File: src/rtl/uart_seq_pkg.sv
// Shared types and CSR register map for the op_uart stream sequencer.
package uart_seq_pkg;

    localparam int CSR_AW = 14;

    localparam logic [CSR_AW-1:0] REG_RXTX = 14'h0;
    localparam logic [CSR_AW-1:0] REG_THRU = 14'h2;

    typedef enum logic [2:0] {
        IDLE,
        THRU,
        FETCH,
        MWAIT,
        WRITE,
        WAIT_TX,
        GAP,
        DONE
    } state_e;

endpackage

File: src/rtl/uart_stream_sequencer_if.sv
// ROM read port plus op_uart CSR port, seen from the sequencer (master)
// and from the ROM/op_uart side (slave).
interface uart_stream_sequencer_if #(
    parameter int ADDR_W = 12
);
    import uart_seq_pkg::*;

    logic              mem_rd;
    logic [ADDR_W-1:0] mem_addr;
    logic [7:0]        mem_data;
    logic [CSR_AW-1:0] csr_a;
    logic              csr_we;
    logic [31:0]       csr_di;
    logic [31:0]       csr_do;
    logic              tx_irq;
    logic              rx_irq;

    modport master (
        output mem_rd, mem_addr, csr_a, csr_we, csr_di,
        input  mem_data, csr_do, tx_irq, rx_irq
    );

    modport slave (
        input  mem_rd, mem_addr, csr_a, csr_we, csr_di,
        output mem_data, csr_do, tx_irq, rx_irq
    );

endinterface

File: src/rtl/uart_seq_rxcap.sv
// RX pending latch and two-cycle RXTX read: request cycle, then capture.
module uart_seq_rxcap (
    input  logic       sys_clk,
    input  logic       rst_n,
    input  logic       rx_irq,
    input  logic       eligible,
    input  logic [7:0] rd_data,
    output logic       rd_req,
    output logic       busy,
    output logic [7:0] rx_byte,
    output logic       rx_valid
);

    logic pending;
    logic rd_ph1;

    assign rd_req = pending & eligible & ~rd_ph1;
    assign busy   = rd_req | rd_ph1;

    // a new rx_irq wins over the clear so back-to-back bytes are not lost
    always_ff @(posedge sys_clk or negedge rst_n) begin
        if (!rst_n) begin
            pending  <= 1'b0;
            rd_ph1   <= 1'b0;
            rx_byte  <= 8'h00;
            rx_valid <= 1'b0;
        end else begin
            if (rx_irq) begin
                pending <= 1'b1;
            end else if (rd_req) begin
                pending <= 1'b0;
            end
            rd_ph1   <= rd_req;
            rx_valid <= rd_ph1;
            if (rd_ph1) begin
                rx_byte <= rd_data;
            end
        end
    end

endmodule

File: src/rtl/uart_stream_sequencer.sv
// Streams a ROM byte image into op_uart and services RX reads on the same port.
// Define UART_TX_TIMEOUT_EN to add the WAIT_TX watchdog driving err_to.
module uart_stream_sequencer
    import uart_seq_pkg::*;
#(
    parameter int ADDR_W  = 12,
    parameter int GAP_CYC = 100,
    parameter int TO_CYC  = 2**20
) (
    input  logic                    sys_clk,
    input  logic                    rst_n,
    input  logic                    start,
    input  logic                    abort,
    input  logic [ADDR_W:0]         len,
    input  logic                    set_thru,
    uart_stream_sequencer_if.master bus,
    output logic [7:0]              rx_byte,
    output logic                    rx_valid,
    output logic                    busy,
    output logic                    done,
    output logic                    err_to
);

    localparam int GAP_LAST = (GAP_CYC > 0) ? GAP_CYC - 1 : 0;

    state_e            state_q;
    state_e            state_d;
    logic [ADDR_W:0]   idx_q;
    logic [ADDR_W:0]   len_q;
    logic [7:0]        byte_q;
    logic [31:0]       gap_q;
    logic              tx_hold_q;
    logic              to_hit;
    logic              eligible;
    logic              rd_req;
    logic              rx_busy;
    logic              more;
    logic              tx_evt;
    logic              unused_hi;
    state_e            nxt;

    assign eligible  = (state_q == IDLE) || (state_q == WAIT_TX) ||
                       (state_q == GAP);
    assign more      = idx_q < len_q;
    assign nxt       = more ? FETCH : DONE;
    assign tx_evt    = bus.tx_irq | tx_hold_q;
    assign busy      = state_q != IDLE;
    assign bus.mem_addr = idx_q[ADDR_W-1:0];
    assign unused_hi = ^bus.csr_do[31:8];

    uart_seq_rxcap u_rxcap (
        .sys_clk  (sys_clk),
        .rst_n    (rst_n),
        .rx_irq   (bus.rx_irq),
        .eligible (eligible),
        .rd_data  (bus.csr_do[7:0]),
        .rd_req   (rd_req),
        .busy     (rx_busy),
        .rx_byte  (rx_byte),
        .rx_valid (rx_valid)
    );

    always_comb begin
        state_d     = state_q;
        bus.mem_rd  = 1'b0;
        bus.csr_we  = 1'b0;
        bus.csr_a   = REG_RXTX;
        bus.csr_di  = 32'h0;
        done        = 1'b0;
        unique case (state_q)
            IDLE: begin
                if (start) begin
                    if (len == '0) begin
                        state_d = DONE;
                    end else if (set_thru) begin
                        state_d = THRU;
                    end else begin
                        state_d = FETCH;
                    end
                end
            end
            THRU: begin
                bus.csr_we = 1'b1;
                bus.csr_a  = REG_THRU;
                state_d    = FETCH;
            end
            FETCH: begin
                bus.mem_rd = 1'b1;
                state_d    = MWAIT;
            end
            MWAIT: begin
                state_d = WRITE;
            end
            WRITE: begin
                bus.csr_we = 1'b1;
                bus.csr_di = {24'h0, byte_q};
                state_d    = WAIT_TX;
            end
            WAIT_TX: begin
                if (to_hit) begin
                    state_d = IDLE;
                end else if (tx_evt && !rx_busy) begin
                    state_d = (GAP_CYC == 0) ? nxt : GAP;
                end
            end
            GAP: begin
                if (gap_q == 32'(GAP_LAST) && !rx_busy) begin
                    state_d = nxt;
                end
            end
            DONE: begin
                done    = 1'b1;
                state_d = IDLE;
            end
        endcase
        // RX read only runs in idle-bus states, so this never overrides a write
        if (rd_req && !bus.csr_we) begin
            bus.csr_a = REG_RXTX;
        end
        if (abort) begin
            state_d = IDLE;
        end
    end

    always_ff @(posedge sys_clk or negedge rst_n) begin
        if (!rst_n) begin
            state_q   <= IDLE;
            idx_q     <= '0;
            len_q     <= '0;
            byte_q    <= 8'h00;
            gap_q     <= 32'h0;
            tx_hold_q <= 1'b0;
        end else begin
            state_q <= state_d;
            if (state_q == IDLE && start && !abort) begin
                idx_q <= '0;
                len_q <= len;
            end
            if (state_q == MWAIT) begin
                byte_q <= bus.mem_data;
            end
            if (state_q == WRITE) begin
                idx_q <= idx_q + (ADDR_W+1)'(1);
            end
            if (state_q == GAP) begin
                if (gap_q != 32'(GAP_LAST)) begin
                    gap_q <= gap_q + 32'd1;
                end
            end else begin
                gap_q <= 32'h0;
            end
            // tx_irq landing during an RX read stall is held until exit
            tx_hold_q <= (state_q == WAIT_TX) && (state_d == WAIT_TX) &&
                         tx_evt;
        end
    end

`ifdef UART_TX_TIMEOUT_EN
    logic [31:0] to_q;
    logic        err_q;

    assign to_hit = (state_q == WAIT_TX) && !tx_evt &&
                    (to_q == 32'(TO_CYC - 1));
    assign err_to = err_q;

    always_ff @(posedge sys_clk or negedge rst_n) begin
        if (!rst_n) begin
            to_q  <= 32'h0;
            err_q <= 1'b0;
        end else begin
            to_q <= (state_q == WAIT_TX) ? to_q + 32'd1 : 32'h0;
            if (state_q == IDLE && start && !abort) begin
                err_q <= 1'b0;
            end else if (to_hit) begin
                err_q <= 1'b1;
            end
        end
    end
`else
    logic unused_to;

    assign unused_to = (TO_CYC == 0);
    assign to_hit    = 1'b0;
    assign err_to    = 1'b0;
`endif

endmodule

File: src/flat_wrapper.sv
// flat-port wrapper written by rule: the top's interface ports become plain ports
module uart_stream_sequencer_flat import uart_seq_pkg::*;
#(
    parameter int ADDR_W  = 12,
    parameter int GAP_CYC = 100,
    parameter int TO_CYC  = 2**20
)
  (sys_clk, rst_n, start, abort, len, set_thru, rx_byte, rx_valid, busy, done, err_to, bus_mem_rd, bus_mem_addr, bus_csr_a, bus_csr_we, bus_csr_di, bus_mem_data, bus_csr_do, bus_tx_irq, bus_rx_irq);
  uart_stream_sequencer_if #(.ADDR_W(ADDR_W)) bus_i ();
  input  logic sys_clk;
  input  logic rst_n;
  input  logic start;
  input  logic abort;
  input  logic [ADDR_W:0] len;
  input  logic set_thru;
  output logic [7:0] rx_byte;
  output logic rx_valid;
  output logic busy;
  output logic done;
  output logic err_to;
  output wire logic [$bits(bus_i.mem_rd)-1:0] bus_mem_rd;
  output wire logic [$bits(bus_i.mem_addr)-1:0] bus_mem_addr;
  output wire logic [$bits(bus_i.csr_a)-1:0] bus_csr_a;
  output wire logic [$bits(bus_i.csr_we)-1:0] bus_csr_we;
  output wire logic [$bits(bus_i.csr_di)-1:0] bus_csr_di;
  input wire logic [$bits(bus_i.mem_data)-1:0] bus_mem_data;
  input wire logic [$bits(bus_i.csr_do)-1:0] bus_csr_do;
  input wire logic [$bits(bus_i.tx_irq)-1:0] bus_tx_irq;
  input wire logic [$bits(bus_i.rx_irq)-1:0] bus_rx_irq;
  assign bus_mem_rd = bus_i.mem_rd;
  assign bus_mem_addr = bus_i.mem_addr;
  assign bus_csr_a = bus_i.csr_a;
  assign bus_csr_we = bus_i.csr_we;
  assign bus_csr_di = bus_i.csr_di;
  assign bus_i.mem_data = bus_mem_data;
  assign bus_i.csr_do = bus_csr_do;
  assign bus_i.tx_irq = bus_tx_irq;
  assign bus_i.rx_irq = bus_rx_irq;
  uart_stream_sequencer #(.ADDR_W(ADDR_W), .GAP_CYC(GAP_CYC), .TO_CYC(TO_CYC)) u_core (.sys_clk(sys_clk), .rst_n(rst_n), .start(start), .abort(abort), .len(len), .set_thru(set_thru), .bus(bus_i), .rx_byte(rx_byte), .rx_valid(rx_valid), .busy(busy), .done(done), .err_to(err_to));
endmodule
File: config.mk
export PLATFORM = sky130hd
export DESIGN_NAME = uart_stream_sequencer_flat
export DESIGN_NICKNAME = d
export VERILOG_FILES = /design/src/rtl/uart_seq_pkg.sv /design/src/rtl/uart_stream_sequencer_if.sv /design/src/rtl/uart_seq_rxcap.sv /design/src/rtl/uart_stream_sequencer.sv /design/src/flat_wrapper.sv
export SDC_FILE = /design/constraint.sdc
export NUM_CORES = 1
export LEC_CHECK = 0
export BUFFER_PORTS_ARGS = -buffer_cell sky130_fd_sc_hd__buf_4
export CAP_MARGIN = 20
export CELL_PAD_IN_SITES_DETAIL_PLACEMENT = 1
export CELL_PAD_IN_SITES_GLOBAL_PLACEMENT = 2
export CORE_AREA = 4 4 112 141
export DETAILED_ROUTE_END_ITERATION = 8
export DIE_AREA = 0 0 116 145
export PLACE_DENSITY = 0.87
export SETUP_SLACK_MARGIN = 0.02
export SYNTH_ARGS = -nofsm -noshare
export SYNTH_HDL_FRONTEND = slang
export SYNTH_SLANG_ARGS = --single-unit
File: constraint.sdc
create_clock -name sys_clk -period 2.4 [get_ports sys_clk]
set_input_delay 0.48 -clock sys_clk [delete_from_list [all_inputs] [get_ports sys_clk]]
set_output_delay 0.48 -clock sys_clk [all_outputs]
set_load 0.1 [all_outputs]
==> metrics.md, run 1 <==
| Metric | Value |
|---|---|
| WS Path Type | flop to primary output |
| Wirelength, routed | about 11000 um |
| Synth top area share | between 40% and 50% |
| Hold Slack | about 0.13 ns |
| Clock sinks | 81 |
| Antenna violations before repair | 0 |
| H-tree lvl count | 3 |
| # Max-Cap Violations | 0 |
| RD Place Congestion | around 0.71 |
| Post-detail-place hpwl | between 8000 and 9000 um |
| Async SR Flop Fraction | 100% |
| Setup TNS | 0 ns |
| Leakage | about 2.6 nW |
| Starting DRC count in detailed routing | 90 |
| Final period utilization | 92.3% |
| Die ar. | between 15000 and 20000 sq um |
| Synth Register Bits | 81 |
| Gate Count Post-Synth | 455 |
| Worst clock skew | between 0.007 and 0.008 ns |
| Post-synth EDFFs | 0 |
| Ports | between 100 and 150 |
| Reg-to-reg critical path startpoint | u_core.state_q[1] |
| Die W | 116 um |
| Gr usage total | 13.8% |
| Finished Core Util | a little under two fifths |
| Min-delay worst type | primary input to asynchronous set/reset pin |
| FILL cells | between 1500 and 2000 |
| Starting Density | a little under a third |
| P per Cell Area | roughly 1100 nW/um^2 |
| Most common flop cell mapped by yosys | dfrtp_1 |
| Fin crit period | between 2 and 2.5 ns |
| CTS buffer count | 9 |
| Synth unique cells | 47 |
| Worst R2R Path Depth | 4 |
| CP Capture Type | primary output |
| FF-to-FF setup slack | between 0.3 and 0.4 ns |
| Max clock buf depth | 2 |
| Drt drc | 0 |
| Initial DRT Pass Iterations | 4 |
| Slew HR | between 60% and 70% |
| Die height | 145 um |
| Worst EP arrival | 1.74 ns |
| Mean post-synth cell area | 10.0 sq um |
| Maximum vdd drop | 1.15 mV |
| Final setup viols | 0 |
| Seq. cell area | 2030 sq um |
| Slew @ Worst Pin | approximately 0.58 ns |
| Routed len/inst | roughly 16 um |
| Site row count | 49 |
| Clk Latency, worst-skew pair | 0.34 ns |
| Area of the multi-input gates | 2150 sq um |
| Clk slew on worst S/H paths | approximately 0.06 ns |
| First-pass GRT wire length | 18500 um |
| CP max FO | 10 |
| Most frequent cell after synthesis | dfrtp_1 |
| Largest net degree at the start of global routing | 43 |
| Fin. Hold Viols | 0 |
| Ant diodes | 0 |
| Ratio of cells with drive above 1 in the final layout | 24.4% |
| Worst endpoint required time | 1.92 ns |
| R2r endpoint | u_core.len_q[6] |
| Number of global-route vias before repair | between 3000 and 4000 |
| Sequential fraction of the synthesis area | 44.5% |
| Post-route ant nets | 0 |
| Synth top cells by count | dfrtp_1 (81), buf_4 (51), nor2_1 (44), nand2_1 (32), xor2_1 (21) |
| Final Net Count | ~600 |
| Cell taking the most area after synthesis | dfrtp_1 |
| Ranking of synthesized cells by area | dfrtp_1 (45%), buf_4 (8.4%), mux2_2 (4.7%) |
| Cell area after synthesis | 4550 sq um |
| Setup bufs post-CTS | 0 |
| Hold-fix buffers at CTS | 0 |
| CP startpoint kind | flop |
| Grt total ovfl | 0 |
| Port buffer count | 69 |
| Core Area | 14300 sq um |
| Area delta synth->final | 18.1% |
| Count of pins over their slew limit | 0 |
| Root Buffer | clkbuf_16 |
| Yosys warning count | 0 |
| RSZ-0062 raised after global routing | no |
| Run status | completed |
| Routed vias/inst | 4.87 |
| Highest Clock Rate | 451 MHz |
| Via Count | 3397 |
| CTS tree | done |
cells by family after synthesis:
logic type	synth area share, %
DFF	44.5
xor gates and xnor gates	4.81
other	0.0824
and+or+nand+nor	19.8
adders and majority gates	3.85
muxes	9.10
buffers and inverters	11.4
AOI/OAI and AO/OA	6.43
layer usage:
metal	GRT usage, %	routed length [um]	up-vias
met2	25.3	6230	66
met5	0	0	-
met4	3.54	113	0
li1	-	-	1608
met1	15.1	4260	1712
met3	4.25	579	11
worst max path at each step:
stage | to | start
floorplan | bus_csr_a[1] | u_core.state_q[2]
global placement | u_core.len_q[6] | u_core.state_q[1]
detailed placement | u_core.len_q[3] | u_core.state_q[1]
CTS | bus_csr_we | u_core.state_q[1]
global route | bus_csr_we | u_core.state_q[1]
finish | bus_csr_we | u_core.state_q[1]
layout by cell type (no fill, tap or decap), types with 6 or more instances in the layout:
master	n
dfrtp_1	81
buf_4	78
nor2_1	44
conb_1	38
nand2_1	32
xor2_1	21
and3_1	19
mux2_2	19
nand4_1	18
o21ai_0	18
a21oi_1	14
ha_1	14
inv_1	13
nand3_1	13
mux2_4	10
clkbuf_16	9
nor4_1	8
or3_1	6
layout make-up:
class	instances	area share [%]
multi-input combinational	331	40.0
sequential	81	37.7
timing repair buffer	80	11.5
clock buffer	12	4.58
tap	178	4.14
clock inverter	3	1.21
inverter	13	0.908
stage by stage:
step | worst slack, ns | power, W | std cells | area, sq um
2_1_floorplan | -0.126 | 0.00404 | 492 | 4690
3_3_place_gp | 0.373 | 0.00449 | 683 | 5060
3_5_place_dp | 0.350 | 0.00456 | 683 | 5060
4_1_cts | 0.102 | 0.00607 | 698 | 5370
5_1_grt | 0.0421 | 0.00630 | 698 | 5380
6_report | 0.185 | 0.00599 | 698 | 5380
where the power goes:
| part | internal [W] | switching (W) | leakage, nW |
|---|---|---|---|
| Sequential | 0.00167 | 0.000202 | 1.06 |
| Combinational | 0.000744 | 0.00191 | 1.40 |
| Clock | 0.000932 | 0.000527 | 0.153 |
critical path, cell delays in order, from the launching register on:
cell and delay [ns]:
dfrtp_1 0.47, nor2_1 0.16, buf_4 0.19, nand2_1 0.21, o21ai_2 0.13, buf_6 0.24
repair_timing:
action | 4_1_cts | 5_1_grt
hold endpoints to repair | 0 | 0
gates resized for setup | 0 | 1
setup endpoints to repair | 0 | 1
registers in the layout, indices dropped and copies added (netlist names):
signal                   flops
u_core.state_q               3
u_core.tx_hold_q             1
u_core.u_rxcap.rx_valid      1
u_core.idx_q                13
u_core.u_rxcap.rx_byte       8
u_core.u_rxcap.pending       1
u_core.gap_q                32
u_core.byte_q                8
u_core.len_q                13
u_core.u_rxcap.rd_ph1        1
(Power assumes the default switching activity.)
==> inputs of run 2 (changes only) <==
--- a/config.mk
+++ b/config.mk
@@ -5,14 +5,16 @@
 export SDC_FILE = /design/constraint.sdc
 export NUM_CORES = 1
 export LEC_CHECK = 0
+export ABC_AREA = 1
 export BUFFER_PORTS_ARGS = -buffer_cell sky130_fd_sc_hd__buf_4
 export CAP_MARGIN = 20
 export CELL_PAD_IN_SITES_DETAIL_PLACEMENT = 1
 export CELL_PAD_IN_SITES_GLOBAL_PLACEMENT = 2
-export CORE_AREA = 4 4 112 141
+export CORE_AREA = 4 4 123 154
 export DETAILED_ROUTE_END_ITERATION = 8
-export DIE_AREA = 0 0 116 145
-export PLACE_DENSITY = 0.87
+export DIE_AREA = 0 0 127 158
+export HOLD_SLACK_MARGIN = 0.06
+export PLACE_DENSITY = 0.85
 export SETUP_SLACK_MARGIN = 0.02
 export SYNTH_ARGS = -nofsm -noshare
 export SYNTH_HDL_FRONTEND = slang
==> run 2 against run 1 <==
Largest cell class unchanged. Worst hold slack improved by 0.0042 ns. First-iteration DRC count grew 29%. Critical path type unchanged. Maximum frequency is 2.3% higher. Power down 2.4%. Via count up 23%. Final cell count grew 38%. Clock power rose by 12%.
==> metrics.md, run 2 <==
| Metric | Value |
|---|---|
| Run status | completed |
| Finished Core Util | 34.0% |
| Antenna violations before repair | 0 |
| Fin. Hold Viols | 0 |
| Gate Count Post-Synth | a little under 700 |
| Sequential fraction of the synthesis area | 40.5% |
| Min-delay worst type | primary input to asynchronous set/reset pin |
| CP max stage cell | dfrtp_1 |
| Total Power | 0.00585 W |
| Count of pins over their slew limit | 0 |
| Max clock buf depth | 2 |
| Starting DRC count in detailed routing | 116 |
| Final period utilization | between 90% and 100% |
| CP Capture Type | primary output |
| Via Count | roughly 4200 |
| Area delta synth->final | 18.4% |
| Seq. cell area | 2030 sq um |
| CTS buffer count | 9 |
| CP startpoint kind | flop |
| FILL cells | 2237 |
| Final Net Count | 810 |
| Yosys warning count | 0 |
| Mean post-synth cell area | roughly 7.4 sq um |
| Hold-fix buffers at CTS | 0 |
| Clk Latency, worst-skew pair | 0.34 ns |
| Port buffer count | 69 |
| WS Path Type | flop to primary output |
| Die height | 158 um |
| CTS tree | done |
| Highest Clock Rate | ~460 MHz |
| Cell area after synthesis | between 5000 and 6000 sq um |
| # resized after CTS | 0 |
| Setup TNS | 0 ns |
| CP max FO | 8 |
| Final setup viols | 0 |
| Clock sinks | 81 |
| Site row count | 54 |
| Maximum vdd drop | 0.513 mV |
| Die W | 127 um |
| Biggest regs | u_core.gap_q: 32 flops, u_core.idx_q: 13 flops, u_core.len_q: 13 flops |
| Routed vias/inst | around 4.3 |
| Cell taking the most area after synthesis | dfrtp_1 |
| Setup bufs post-CTS | 0 |
| H-tree lvl count | 3 |
| RSZ-0062 raised after global routing | no |
| Synth top cells by count | nand2_1 (158), inv_1 (105), dfrtp_1 (81), nor2_1 (81), buf_4 (53) |
| Post-route ant nets | 0 |
| Largest reg by FF count | u_core.gap_q |
| Grt total ovfl | 0 |
| Most frequent cells in the layout | nand2_1 (158), inv_1 (105), nor2_1 (81), dfrtp_1 (81), buf_4 (73) |
| Ratio of cells with drive above 1 in the final layout | 16.6% |
| Wirelength, routed | 12600 um |
| First-pass GRT wire length | 21000 um |
| Hold Slack | ~0.14 ns |
| Clk slew on worst S/H paths | around 0.060 ns |
| Routed len/inst | 13.0 um |
| Async SR Flop Fraction | between 90% and 100% |
| # Max-Cap Violations | 0 |
| Max reg flops | 32 |
| Ranking of synthesized cells by area | dfrtp_1 (40%), nand2_1 (12%), buf_4 (7.9%) |
| Synth unique cells | 42 |
| Ant diodes | 0 |
| Most common flop cell mapped by yosys | dfrtp_1 |
| Ports | 132 |
| Slew HR | 60.5% |
| Worst clock skew | 0.00841 ns |
| Core Area | 17400 sq um |
| Worst path max stage delay | 0.58 ns |
| Worst EP arrival | approximately 1.7 ns |
| Commonest non-fill, non-tap cell in the layout | nand2_1 |
| Gr usage total | 12.9% |
| Root Buffer | clkbuf_16 |
| Critical-path cell list | inv_1 > nor3_2 > buf_4 |
| Die ar. | 20100 sq um |
| Synth Register Bits | 81 |
| Number of global-route vias before repair | 4418 |
| Leakage | just over 3 nW |
| Post-synth EDFFs | 0 |
| Worst endpoint required time | 1.92 ns |
| Fin crit period | 2.16 ns |
| Synth top area share | approximately two fifths |
| Largest net degree at the start of global routing | between 40 and 50 |
| Most frequent cell after synthesis | nand2_1 |
| Starting Density | 28.7% |
| Post-detail-place hpwl | 9900 um |
| RD Place Congestion | 0.778 |
| Slew @ Worst Pin | 0.593 ns |
| Initial DRT Pass Iterations | 4 |
| Drt drc | 0 |
| Dpl cell area | between 5000 and 6000 sq um |
| Area of the multi-input gates | 2270 sq um |
| Fin area | 5930 sq um |
| P per Cell Area | 986 nW/um^2 |
[run 2: changes by cell type after synthesis, sizes merged, moves of 8 or more]
cell,before,now
nand3,14,27
nor3,3,20
nand2,32,164
a21oi,14,32
o21ai,19,34
nor2,44,90
mux2,29,1
and3,19,1
nand4,18,10
inv,13,111
xor2,21,12
[run 2: worst max-delay path, delay by kind of cell, from the launching register on]
kind          cells  cell delay, ns
flops             1            0.58
simple gates      1            0.26
buf+inv           2            0.51
[run 2: final timing paths]
path / slack [ns] / from / cells past startpoint / to
max: 0.24 / u_core.state_q[2] / 3 / done
min: 0.14 / rst_n / 1 / u_core.byte_q[6]
max reg2reg: 0.61 / u_core.gap_q[0] / 10 / u_core.gap_q[18]
min reg2reg: 0.48 / u_core.u_rxcap.rx_byte[0] / 2 / u_core.u_rxcap.rx_byte[0]
max in group asynchronous: 1.64 / rst_n / 2 / u_core.gap_q[16]
min in group sys_clk: 0.34 / bus_csr_do[1] / 3 / u_core.u_rxcap.rx_byte[1]
[run 2: cells by family after synthesis]
group           after synthesis  synth area share, %
flops                        81                 40.5
compound gates               75                 7.95
buf+inv                     172                 17.1
mux                           2                0.425
simple gates                316                 28.1
xor+xnor                     13                 2.27
fa+ha+maj                    14                 3.50
other cells                   1               0.0749
[run 2: per-layer routing]
metal / up-vias / GRT usage (%) / share of wire (%)
li1: 2131 / - / -
met1: 1986 / 14.8 / 41
met2: 65 / 24.3 / 54
met3: 12 / 2.46 / 3.6
met4: 0 / 3.83 / 1.3
met5: - / 0 / 0
[run 2: final cells by class]
type / count / share of cell area [%]
multi-input cells: 458 / 38.4
flip-flops and latches: 81 / 34.2
repair buffers: 74 / 9.58
inverters: 112 / 7.13
well taps: 224 / 4.73
clock buffers: 12 / 4.33
clock inverters: 4 / 1.67
[run 2: report_power, final]
part / internal, W / switching [W]
Clock: 0.00108 / 0.000568
Sequential: 0.00165 / 0.000212
Combinational: 0.000502 / 0.00183
[run 2: through the flow]
step	cells	worst slack, ns
floorplan	711	-0.291
global placement	949	0.500
detailed placement	949	0.486
CTS	965	0.0989
global route	965	0.119
finish	965	0.235
==> inputs of run 3 (changes only) <==
--- a/config.mk
+++ b/config.mk
@@ -10,11 +10,12 @@
 export CAP_MARGIN = 20
 export CELL_PAD_IN_SITES_DETAIL_PLACEMENT = 1
 export CELL_PAD_IN_SITES_GLOBAL_PLACEMENT = 2
-export CORE_AREA = 4 4 123 154
+export CORE_AREA = 4 4 157 121
 export DETAILED_ROUTE_END_ITERATION = 8
-export DIE_AREA = 0 0 127 158
+export DIE_AREA = 0 0 161 125
+export GPL_TIMING_DRIVEN = 0
 export HOLD_SLACK_MARGIN = 0.06
-export PLACE_DENSITY = 0.85
+export PLACE_DENSITY = 0.86
 export SETUP_SLACK_MARGIN = 0.02
 export SYNTH_ARGS = -nofsm -noshare
 export SYNTH_HDL_FRONTEND = slang
==> run 3 against run 2 <==
Final cell count rose by 7.7%. Sequential power decreased by 2%. Worst hold slack improved by 0.20 ns. Core utilization rose by 2.2 points. Design area grew 6.6%. Worst setup slack improved by 0.015 ns. Die area grew 0.29%. Power fell by 1.4%. Sequential share of layout area is 2.1 points lower. Clock skew increased by 0.0016 ns.
==> metrics.md, run 3 (synthesis gave the netlist of run 2 again) <==
| Metric | Value |
|---|---|
| Via Count | ~4300 |
| Critical-path cell list | nor2_4 > nand2_4 > nor2_1 > buf_4 |
| Number of global-route vias before repair | roughly 4500 |
| Clock sinks | slightly above 80 |
| RD Place Congestion | roughly 0.8 |
| Final Non-Filler Cells | 1039 |
| Buf+Inv Stages, Crit Path | 1 |
| Die W | ~160 um |
| FF-to-FF setup slack | 0.62 ns |
| Final period utilization | 89.6% |
| H-tree lvl count | 3 |
| WS Path Type | flop to primary output |
| Ratio of cells with drive above 1 in the final layout | 22.1% |
| Worst endpoint required time | between 1.5 and 2 ns |
| Min-delay worst type | primary input to flop |
| Die ar. | between 20000 and 25000 sq um |
| Biggest regs | u_core.gap_q: 32 flops, u_core.idx_q: 13 flops, u_core.len_q: 13 flops |
| Final setup viols | 0 |
| Max reg flops | 32 |
| # Max-Cap Violations | 0 |
| Starting Density | between 20% and 30% |
| Leakage | 3.33 nW |
| Grt total ovfl | 0 |
| CP startpoint kind | flop |
| Starting DRC count in detailed routing | 125 |
| First-pass GRT wire length | 22600 um |
| Gr usage total | 13.7% |
| Clk Latency, worst-skew pair | 0.34 ns |
| Site row count | 42 |
| CP max stage cell | dfrtp_1 |
| Highest Clock Rate | 465 MHz |
| Power share of the clock group | 24.9% |
| Post-Place Cells | 1022 |
| Most frequent cells in the layout | nand2_1 (158), buf_4 (122), inv_1 (105) |
| Final Net Count | roughly 870 |
| Sequential share of power | between 30% and 40% |
| Clk slew on worst S/H paths | 0.06 ns |
| Finished Core Util | between 30% and 40% |
| Antenna violations before repair | 0 |
| RSZ-0062 raised after global routing | no |
| Drt drc | 0 |
| Fin crit period | approximately 2.2 ns |
| Wirelength, routed | 13200 um |
| CP max FO | 14 |
| Commonest non-fill, non-tap cell in the layout | nand2_1 |
| Worst EP arrival | 1.67 ns |
| CTS tree | done |
| Core Area | 17400 sq um |
| Port buffer count | 69 |
| Maximum vdd drop | 0.850 mV |
| Slew @ Worst Pin | 0.558 ns |
| Area delta synth->final | 26.3% |
| Largest reg by FF count | u_core.gap_q |
| Largest net degree at the start of global routing | 82 |
| Ant diodes | 0 |
| Count of pins over their slew limit | 0 |
| Post-route ant nets | 0 |
| CP Capture Type | primary output |
| Worst path max stage delay | 0.50 ns |
| Post-detail-place hpwl | ~10000 um |
| P per Cell Area | 912 nW/um^2 |
| Gate power share | a little over two fifths |
| Crit path max-delay family | simple AND/OR/NAND/NOR gates |
| Run status | completed |
| Fin. Hold Viols | 0 |
| Routed vias/inst | between 4 and 5 |
| Worst clock skew | 0.0100 ns |
| Initial DRT Pass Iterations | 4 |
| Power Internal | 0.00310 W |
| CTS buffer count | 9 |
| Ports | 132 |
| Die height | approximately 130 um |
| Max clock buf depth | 2 |
| Root Buffer | clkbuf_16 |
| Slew HR | 62.8% |
| Net Switching | between 0.002 and 0.003 W |
| Routed len/inst | 12.7 um |
| Switching Fraction | 46.2% |
run 3: cell types whose count changed in the layout (fill, tap and decap cells not counted), moves of 2 or more:
cell	before	now
buf_2	0	3
bufinv_16	3	1
clkbuf_1	1	3
buf_4	73	122
run 3: final timing paths:
check / cells after the start / start / endpoint
hold / removal: 2 / bus_rx_irq / u_core.u_rxcap.pending
hold reg to reg: 0 / u_core.u_rxcap.rd_ph1 / u_core.u_rxcap.rx_valid
min in group asynchronous: 2 / rst_n / u_core.idx_q[2]
max in group asynchronous: 3 / rst_n / u_core.gap_q[0]
setup / recovery: 4 / u_core.state_q[1] / bus_csr_di[7]
setup reg to reg: 10 / u_core.gap_q[0] / u_core.gap_q[12]
run 3: worst reg2reg max path: cells and delay by family (launching register included):
kind | cells | cell delay, ns
adder cells (fa/ha/maj) | 1 | 0.22
flip-flops | 1 | 0.37
AO/OA/AOI/OAI | 2 | 0.21
AND/OR/NAND/NOR | 5 | 0.72
buffers and inverters | 2 | 0.14
run 3: layer usage:
metal / global-route usage, % / part of all wire (%) / up-vias
met5: 0 / 0 / -
met4: 3.46 / 1.1 / 0
met3: 3.19 / 5.2 / 9
met2: 19.6 / 41 / 85
met1: 20.8 / 52 / 1997
li1: - / - / 2244
run 3: timing repair:
item | in CTS | in global routing
buffers inserted | 0 | 0
hold buffers | 0 | 1
endpoints found under the hold margin | 0 | 14
resized for setup | 0 | 1
gates cloned | 0 | 0
setup endpoints to repair | 9 | 5
run 3: layout make-up:
type	instances	area, sq um
sequential	81	2030
buffer	59	432
fill	2194	11100
tap	242	303
clock inverter	4	51.3
inverter	112	423
clock buffer	12	256
timing repair buffer	71	556
multi-input combinational	458	2270
run 3: power groups by stage:
stage	clock network (W)	logic, W	registers, W
floorplan	0	0.00147	0.00234
global placement	0	0.00249	0.00184
detailed placement	0	0.00251	0.00186
CTS	0.00149	0.00251	0.00184
global route	0.00153	0.00272	0.00188
finish	0.00144	0.00250	0.00183
run 3: per-stage QoR:
stage	area, sq um	power [W]	setup slack, ns	TNS [ns]	hold WS, ns
floorplan	5150	0.00381	-0.291	-2.33	0.184
global placement	5980	0.00433	0.230	0	0.385
detailed placement	5980	0.00437	0.241	0	0.392
CTS	6280	0.00584	0.0910	0	0.322
global route	6320	0.00613	0.123	0	0.331
finish	6320	0.00577	0.250	0	0.335
